<file path="src/rtl/fetch_stage.sv">
// Instruction-fetch stage and IF/ID register: owns the PC, keeps one imem request in flight, holds for ID stalls, squashes on redirect.
// Optional FETCH_PERF_EN adds saturating stall-cycle and flush counters.
module fetch_stage #(
   parameter logic [31:0] RESET_PC  = 32'h0000_0000,
   parameter logic [31:0] NOP_INSTR = 32'h0000_0013
) (
   input  logic        i_clk,
   input  logic        i_rst_n,
   input  logic        i_stall,
   input  logic        i_flush,
   input  logic [31:0] i_redirect_pc,
   output logic        o_imem_req,
   output logic [31:0] o_imem_addr,
   input  logic        i_imem_gnt,
   input  logic        i_imem_rvalid,
   input  logic [31:0] i_imem_rdata,
   output logic [31:0] o_if_id_pc,
   output logic [31:0] o_if_id_instr,
   output logic        o_if_id_valid,
   output logic [1:0]  o_fsm_state
`ifdef FETCH_PERF_EN
   ,
   output logic [31:0] o_stall_cycles,
   output logic [31:0] o_flush_count
`endif
);

   typedef enum logic [1:0] {
      S_FETCH = 2'd0,
      S_WAIT  = 2'd1,
      S_HELD  = 2'd2,
      S_DROP  = 2'd3
   } state_t;

   state_t      r_state;
   state_t      w_state_nxt;
   logic [31:0] r_pc;
   logic [31:0] w_pc_nxt;
   logic [31:0] r_buf_pc;
   logic [31:0] r_buf_instr;
   logic [31:0] r_if_id_pc;
   logic [31:0] r_if_id_instr;
   logic        r_if_id_valid;
   logic        w_deliver;
   logic        w_capture;
   logic [31:0] w_deliver_pc;
   logic [31:0] w_deliver_instr;

   // imem handshake: a request is accepted on the cycle o_imem_req & i_imem_gnt;
   // exactly one i_imem_rvalid follows, no earlier than the next cycle.
   always_ff @(posedge i_clk or negedge i_rst_n) begin
      if (!i_rst_n) r_state <= S_FETCH;
      else          r_state <= w_state_nxt;
   end

   always_comb begin
      w_state_nxt = r_state;
      if (i_flush) begin
         case (r_state)
            S_FETCH: w_state_nxt = i_imem_gnt    ? S_DROP  : S_FETCH;
            S_WAIT:  w_state_nxt = i_imem_rvalid ? S_FETCH : S_DROP;
            S_HELD:  w_state_nxt = S_FETCH;
            S_DROP:  w_state_nxt = i_imem_rvalid ? S_FETCH : S_DROP;
            default: w_state_nxt = S_FETCH;
         endcase
      end else begin
         case (r_state)
            S_FETCH: w_state_nxt = i_imem_gnt ? S_WAIT : S_FETCH;
            S_WAIT:  if (i_imem_rvalid) w_state_nxt = i_stall ? S_HELD : S_FETCH;
            S_HELD:  w_state_nxt = i_stall ? S_HELD : S_FETCH;
            S_DROP:  w_state_nxt = i_imem_rvalid ? S_FETCH : S_DROP;
            default: w_state_nxt = S_FETCH;
         endcase
      end
   end

   // Request is gated by reset so nothing is issued while imem is also held in reset.
   always_comb begin
      o_imem_req      = (r_state == S_FETCH) && i_rst_n;
      w_deliver       = 1'b0;
      w_capture       = 1'b0;
      w_deliver_pc    = r_pc;
      w_deliver_instr = i_imem_rdata;
      if (!i_flush) begin
         case (r_state)
            S_WAIT: begin
               w_deliver = i_imem_rvalid && !i_stall;
               w_capture = i_imem_rvalid && i_stall;
            end
            S_HELD: begin
               w_deliver       = !i_stall;
               w_deliver_pc    = r_buf_pc;
               w_deliver_instr = r_buf_instr;
            end
            default: ;
         endcase
      end
   end

   always_comb begin
      w_pc_nxt = r_pc;
      if (i_flush)        w_pc_nxt = i_redirect_pc & 32'hFFFF_FFFC;
      else if (w_deliver) w_pc_nxt = r_pc + 32'd4;
   end

   always_ff @(posedge i_clk or negedge i_rst_n) begin
      if (!i_rst_n) r_pc <= RESET_PC;
      else          r_pc <= w_pc_nxt;
   end

   always_ff @(posedge i_clk or negedge i_rst_n) begin
      if (!i_rst_n) begin
         r_buf_pc    <= 32'd0;
         r_buf_instr <= 32'd0;
      end else if (i_flush || w_deliver) begin
         r_buf_pc    <= 32'd0;
         r_buf_instr <= 32'd0;
      end else if (w_capture) begin
         r_buf_pc    <= r_pc;
         r_buf_instr <= i_imem_rdata;
      end
   end

   // A bubble keeps the old PC so ID never sees a PC change without a valid instruction.
   always_ff @(posedge i_clk or negedge i_rst_n) begin
      if (!i_rst_n) begin
         r_if_id_pc    <= 32'd0;
         r_if_id_instr <= NOP_INSTR;
         r_if_id_valid <= 1'b0;
      end else if (i_flush) begin
         r_if_id_instr <= NOP_INSTR;
         r_if_id_valid <= 1'b0;
      end else if (!i_stall) begin
         if (w_deliver) begin
            r_if_id_pc    <= w_deliver_pc;
            r_if_id_instr <= w_deliver_instr;
            r_if_id_valid <= 1'b1;
         end else begin
            r_if_id_instr <= NOP_INSTR;
            r_if_id_valid <= 1'b0;
         end
      end
   end

   assign o_imem_addr   = r_pc;
   assign o_if_id_pc    = r_if_id_pc;
   assign o_if_id_instr = r_if_id_instr;
   assign o_if_id_valid = r_if_id_valid;
   assign o_fsm_state   = r_state;

`ifdef FETCH_PERF_EN
   logic [31:0] r_stall_cycles;
   logic [31:0] r_flush_count;

   always_ff @(posedge i_clk or negedge i_rst_n) begin
      if (!i_rst_n) begin
         r_stall_cycles <= 32'd0;
         r_flush_count  <= 32'd0;
      end else begin
         if (i_stall && !i_flush && (r_stall_cycles != 32'hFFFF_FFFF))
            r_stall_cycles <= r_stall_cycles + 32'd1;
         if (i_flush && (r_flush_count != 32'hFFFF_FFFF))
            r_flush_count <= r_flush_count + 32'd1;
      end
   end

   assign o_stall_cycles = r_stall_cycles;
   assign o_flush_count  = r_flush_count;
`endif

endmodule

</file>
<file path="config.mk">
export PLATFORM = sky130hd
export DESIGN_NAME = fetch_stage
export DESIGN_NICKNAME = d
export VERILOG_FILES = /design/src/rtl/fetch_stage.sv
export SDC_FILE = /design/constraint.sdc
export NUM_CORES = 1
export LEC_CHECK = 0
export ABC_AREA = 1
export ABC_CLOCK_PERIOD_IN_PS = 1800
export CORE_MARGIN = 3
export CORE_UTILIZATION = 25
export DETAILED_ROUTE_END_ITERATION = 7
export DONT_BUFFER_PORTS = 1
export PLACE_DENSITY = 0.49
export RECOVER_POWER = 25
export SLEW_MARGIN = 30
export SYNTH_ARGS = -nofsm -noshare
export SYNTH_HDL_FRONTEND = slang
export SYNTH_SLANG_ARGS = --single-unit
</file>
<file path="constraint.sdc">
create_clock -name i_clk -period 1.8 [get_ports i_clk]
set_input_delay 0.18 -clock i_clk [delete_from_list [all_inputs] [get_ports i_clk]]
set_output_delay 0.18 -clock i_clk [all_outputs]
set_load 0.02 [all_outputs]
</file>
Yosys cells after proc, flatten, opt, wreduce, memory -nomap -nowiden
Cells that the tools add are included.
Widths: inputs -> output; s select.

storage, ports and cells
  RAM bits = 0
  flip-flop bits (word level) = 163
  input bits = 70
  memories = 0
  output and inout bits = 100
  bits in read-only memories = 0
  bits in latches = 0

operators by class
  reduce and logical (&&, ||, !) cells = 10
  shifts and indexed selects = 0
  add/subtract/negate cells = 1
  bitwise gates (word level) = 2
  equal/unequal tests = 5
  $mul = 0
  order comparisons = 0
  div/mod/pow operators = 0
  multiplexer cells = 26

operators with widths
  operator               count
  $mux 32                11
  $add 32x3->32 const B  1
  $mux 2                 5
  $pmux 2 s4             1
  $mux 1                 7
  $pmux 2 s3             1
  $eq 2x2->1 const B     2
  $reduce_bool 2->1      2
  $logic_and 1x1->1      3
  $ne 3x3->1 const B     1
  $reduce_and 3->1       1
  $eq 2x1->1 const B     1
  $logic_not 2->1        1
  $ne 2x1->1 const B     1
  $not 1->1              2
  $pmux 1 s2             1
  $reduce_or 2->1        1
  $logic_not 1->1        1
  $logic_or 1x1->1       1

Longest topological paths before layout
  depth in word-level cells = 7
  gate-level depth with buffers = 11

Worst setup path before layout
OpenSTA, ideal clock, no wires.

  kind = flip-flop to flip-flop
  start point = register r_state[0], in the netlist o_fsm_state[0]
  end point = register r_buf_pc[5]
  library setup time = 76 ps
  stages on the path, launching flop included = 12
  path slack = -54 ps
  buffers on the path = 3
  data arrival time = 1778 ps
  required time = 1724 ps
  path through = dfrtp_1 > inv_1 > ha_1 > buf_2 > a21o_1 > nand2_1 > nand2_2 > inv_2 > buf_4 > buf_6 > nand3_1 > o21ai_1

between the ends
  longest elaborated chain between the ends = 5
  elaborated cells on any way between the ends = 9
  classes of those cells = eq/ne: 2; mux: 5; reduce/logical: 2

ends and longest elaborated chain
  what                                                 line  source
  from (decl)                                          35    state_t r_state;
  from (signal assigned)                               53    else r_state <= w_state_nxt;
  $eq 2x2->1 / $eq 2x1->1 (equally long branches)      85    case (r_state)
  $pmux 1 s2                                           85
  $mux 1                                               84    if (!i_flush) begin
  $logic_or 1x1->1                                     115   end else if (i_flush || w_deliver) begin
  $mux 32 / $reduce_bool 2->1 (equally long branches)  n/a
  to (signal assigned)                                 119   r_buf_pc <= r_pc;
  to (decl)                                            39    logic [31:0] r_buf_pc;

Parallel ways exist; a longest one is shown, timed or not.
A chain may end at the register's enable or synchronous reset.

Worst setup path after layout
  start point = input i_flush
  end point = register r_pc[31], in the netlist o_imem_addr[31]

between the ends
  longest elaborated chain between the ends = 2
  elaborated cells on any way between the ends = 3
  classes of those cells = mux: 2; reduce/logical: 1

ends and longest elaborated chain
  what                                line  source
  from (decl)                         10    input logic i_flush,
  $mux 1                              84
  $reduce_bool 2->1 (no source line)  n/a
  to (signal assigned)                108   else r_pc <= w_pc_nxt;
  to (decl)                           37    logic [31:0] r_pc;

Parallel ways exist; a longest one is shown, timed or not.

==> metrics.txt <==
CTS tree=yes; WP data required=2.12 ns; GRT overflow=0; type of origin of the critical path=primary input; CP Capture Point=o_imem_addr[31]; hold_ws=-0.546 ns; reg-to-reg startpoint=o_fsm_state[0]; maximum root-to-sink buffer count=2; PnR worst setup slack=0.0566 ns; gp weighted congestion=0.817; Via density=4.55; # rows=64; Synth Warn #=0; total die area=33600 um2; Worst setup EP type=flop; Port-buffer cells=0; LEAKAGE=4.52 nW; setup TNS=0 ns; Worst Reg-to-Reg Cells=11; pin count of the biggest net entering global routing=161; Final Non-Filler Cells=1531; commonest non-fill, non-tap cell in the layout=nand2_1; GRT Total Usage=15.1%; Die Y=183 um; Placed Cells=1439; relative slew slack=60.0%; Layout area overhead=28.8%; Final Hold Fails=159; run status=complete, but fails checks; library cells used by synthesis=33; proportion of layout cells with a drive suffix above 1=12.5%; Final min period=1.74 ns; Seq/Total Area, Yosys=50.7%; DRT Pass-1 Iters=4; Worst VDD drop=0.755 mV; clk root buf=clkbuf_16; most common flop cell mapped by yosys=dfrtp_1; Post-Syn Area=7860 um2; pre-CTS setup slack=-0.0101 ns; worst-margin pin slew=0.598 ns; # DRC=0; reg-to-reg setup timing slack=0.07 ns; WS Path Type=in2reg; Clock transition at path regs=0.06 ns; Period Utilization, post-route=96.9%; final net count=1200; drt wl/cell=16.8 um; setup violators final=0; number of global-route vias before repair=6829; clock latency on the worst-skew pair=0.43 ns; violated checks=negative hold slack; max_cap viols=0; Final Max Tran Viols=0; Post-synth ARST share=100%; via count=6968; power after layout=13.6 mW; DP HPWL=17.7 mm; DR iter-0 viols=449; first-pass GRT wire length=39.4 mm; power per cell area=1340 nW/um2; core area=30800 um2; htree depth=4; post-route ant nets=0; Final Skew=0.0120 ns; maximum clock frequency=574 MHz; worst-path fanout max=22; initial antenna violation count=0; final wirelength=25.8 mm; CTS sink cnt=159; hold_buf cts=52; CP Launch Point=i_flush; synthesized flop and latch total=159; commonest non-fill, non-tap cells in the layout=nand2_1 (321), dfrtp_1 (154), o21ai_0 (152); I/O pin cnt=170; Post-synth EDFFs=0; CTS buffer count=17; RR Endpoint=r_buf_instr[15]; Synth Instances=1027; Syn Area/Cell=7.65 um2; crit path DAT=2.06 ns; Starting Density=25.5%; die width=183 um; hold crit path type=in2async; Inserted Diodes=0
[how the worst min path moves through the flow]
stage	start	endpoint	slack, ns
floorplan	i_rst_n	o_fsm_state[0]	-0.12
global route	i_rst_n	o_if_id_pc[20]	-0.57
detailed placement	i_rst_n	o_if_id_pc[20]	-0.11
CTS	i_rst_n	o_if_id_pc[8]	-0.58
global placement	i_rst_n	o_if_id_pc[20]	-0.11
finish	i_rst_n	o_if_id_pc[20]	-0.55
[Yosys cell counts (8+ instances only)]
library cell  count  share of area (%)
nand2_1         324                 15
a22o_1           13                1.4
clkbuf_1         21                1.0
dfrtp_1         156                 50
nor2_1           87                4.2
nand3_1          47                3.0
inv_1           100                4.8
o21ai_1          43                2.7
o21ai_0         160                 10
a21oi_1           8               0.51
ha_1              8                1.3
buf_2            17                1.1
[registers in the layout (all words and copies together) (netlist names)]
signal and cells:
o_if_id_instr 32, o_if_id_pc 31, r_buf_pc 31, o_fsm_state 2, o_if_id_valid 1, o_imem_addr 30
r_buf_instr 32
[power breakdown]
part	leakage, nW	switching (mW)	internal [mW]
sequential	2.11	1.16	4.24
combinational	2.10	2.55	1.66
clock	0.304	1.54	2.44
[metal layers]
layer / track usage, % / wire length (um) / up-vias
met5: 0 / 0 / -
met4: 4.81 / 446 / 0
met3: 5.00 / 1620 / 26
met2: 24.0 / 11900 / 151
met1: 19.4 / 11800 / 3334
li1: - / - / 3457
[kinds of logic (layout without fill, tap and decap cells)]
| group | after synthesis | after routing | share of synthesized area [%] |
|---|---|---|---|
| XOR/XNOR | 4 | 4 | 0.446 |
| flip-flops | 159 | 159 | 50.7 |
| adder cells (fa/ha/maj) | 8 | 8 | 1.27 |
| other | 1 | 2 | 0.0477 |
| AND/OR/NAND/NOR | 466 | 466 | 23.5 |
| AO/OA/AOI/OAI | 231 | 231 | 15.5 |
| buffers and inverters | 158 | 265 | 8.53 |
[worst max-delay path: stages]
cell           delay [ns]
dlygate4sd3_1        0.92
inv_2                0.22
buf_4                0.27
nor2_1               0.26
nor2_1               0.08
nand2_1              0.07
nand2_1              0.05
[through the flow]
stage          hold slack, ns  area (um2)  util (%)
3_5_place_dp           -0.109        8730      28.3
6_report               -0.546       10100      32.8
4_1_cts                -0.579        9880      32.1
5_1_grt                -0.572       10100      32.8
2_1_floorplan          -0.116        7870         -
3_3_place_gp           -0.107        8730      28.3
[cell type report]
class	instances	area, um2
clock inverters	9	154
repair buffers	128	1290
clock buffers	23	478
inverters	105	404
flip-flops and latches	159	3990
multi-input cells	711	3320
fillers	3262	20700
well taps	396	495
[what timing repair did]
item | in CTS | in global routing
gates cloned | 0 | 3
pin swaps | 0 | 3
resized for setup | 5 | 35
endpoints found under the hold margin | 226 | 159
buffers inserted | 0 | 5
endpoints found under the setup margin | 7 | 128
Note: power is estimated with default switching activity, not from simulation.
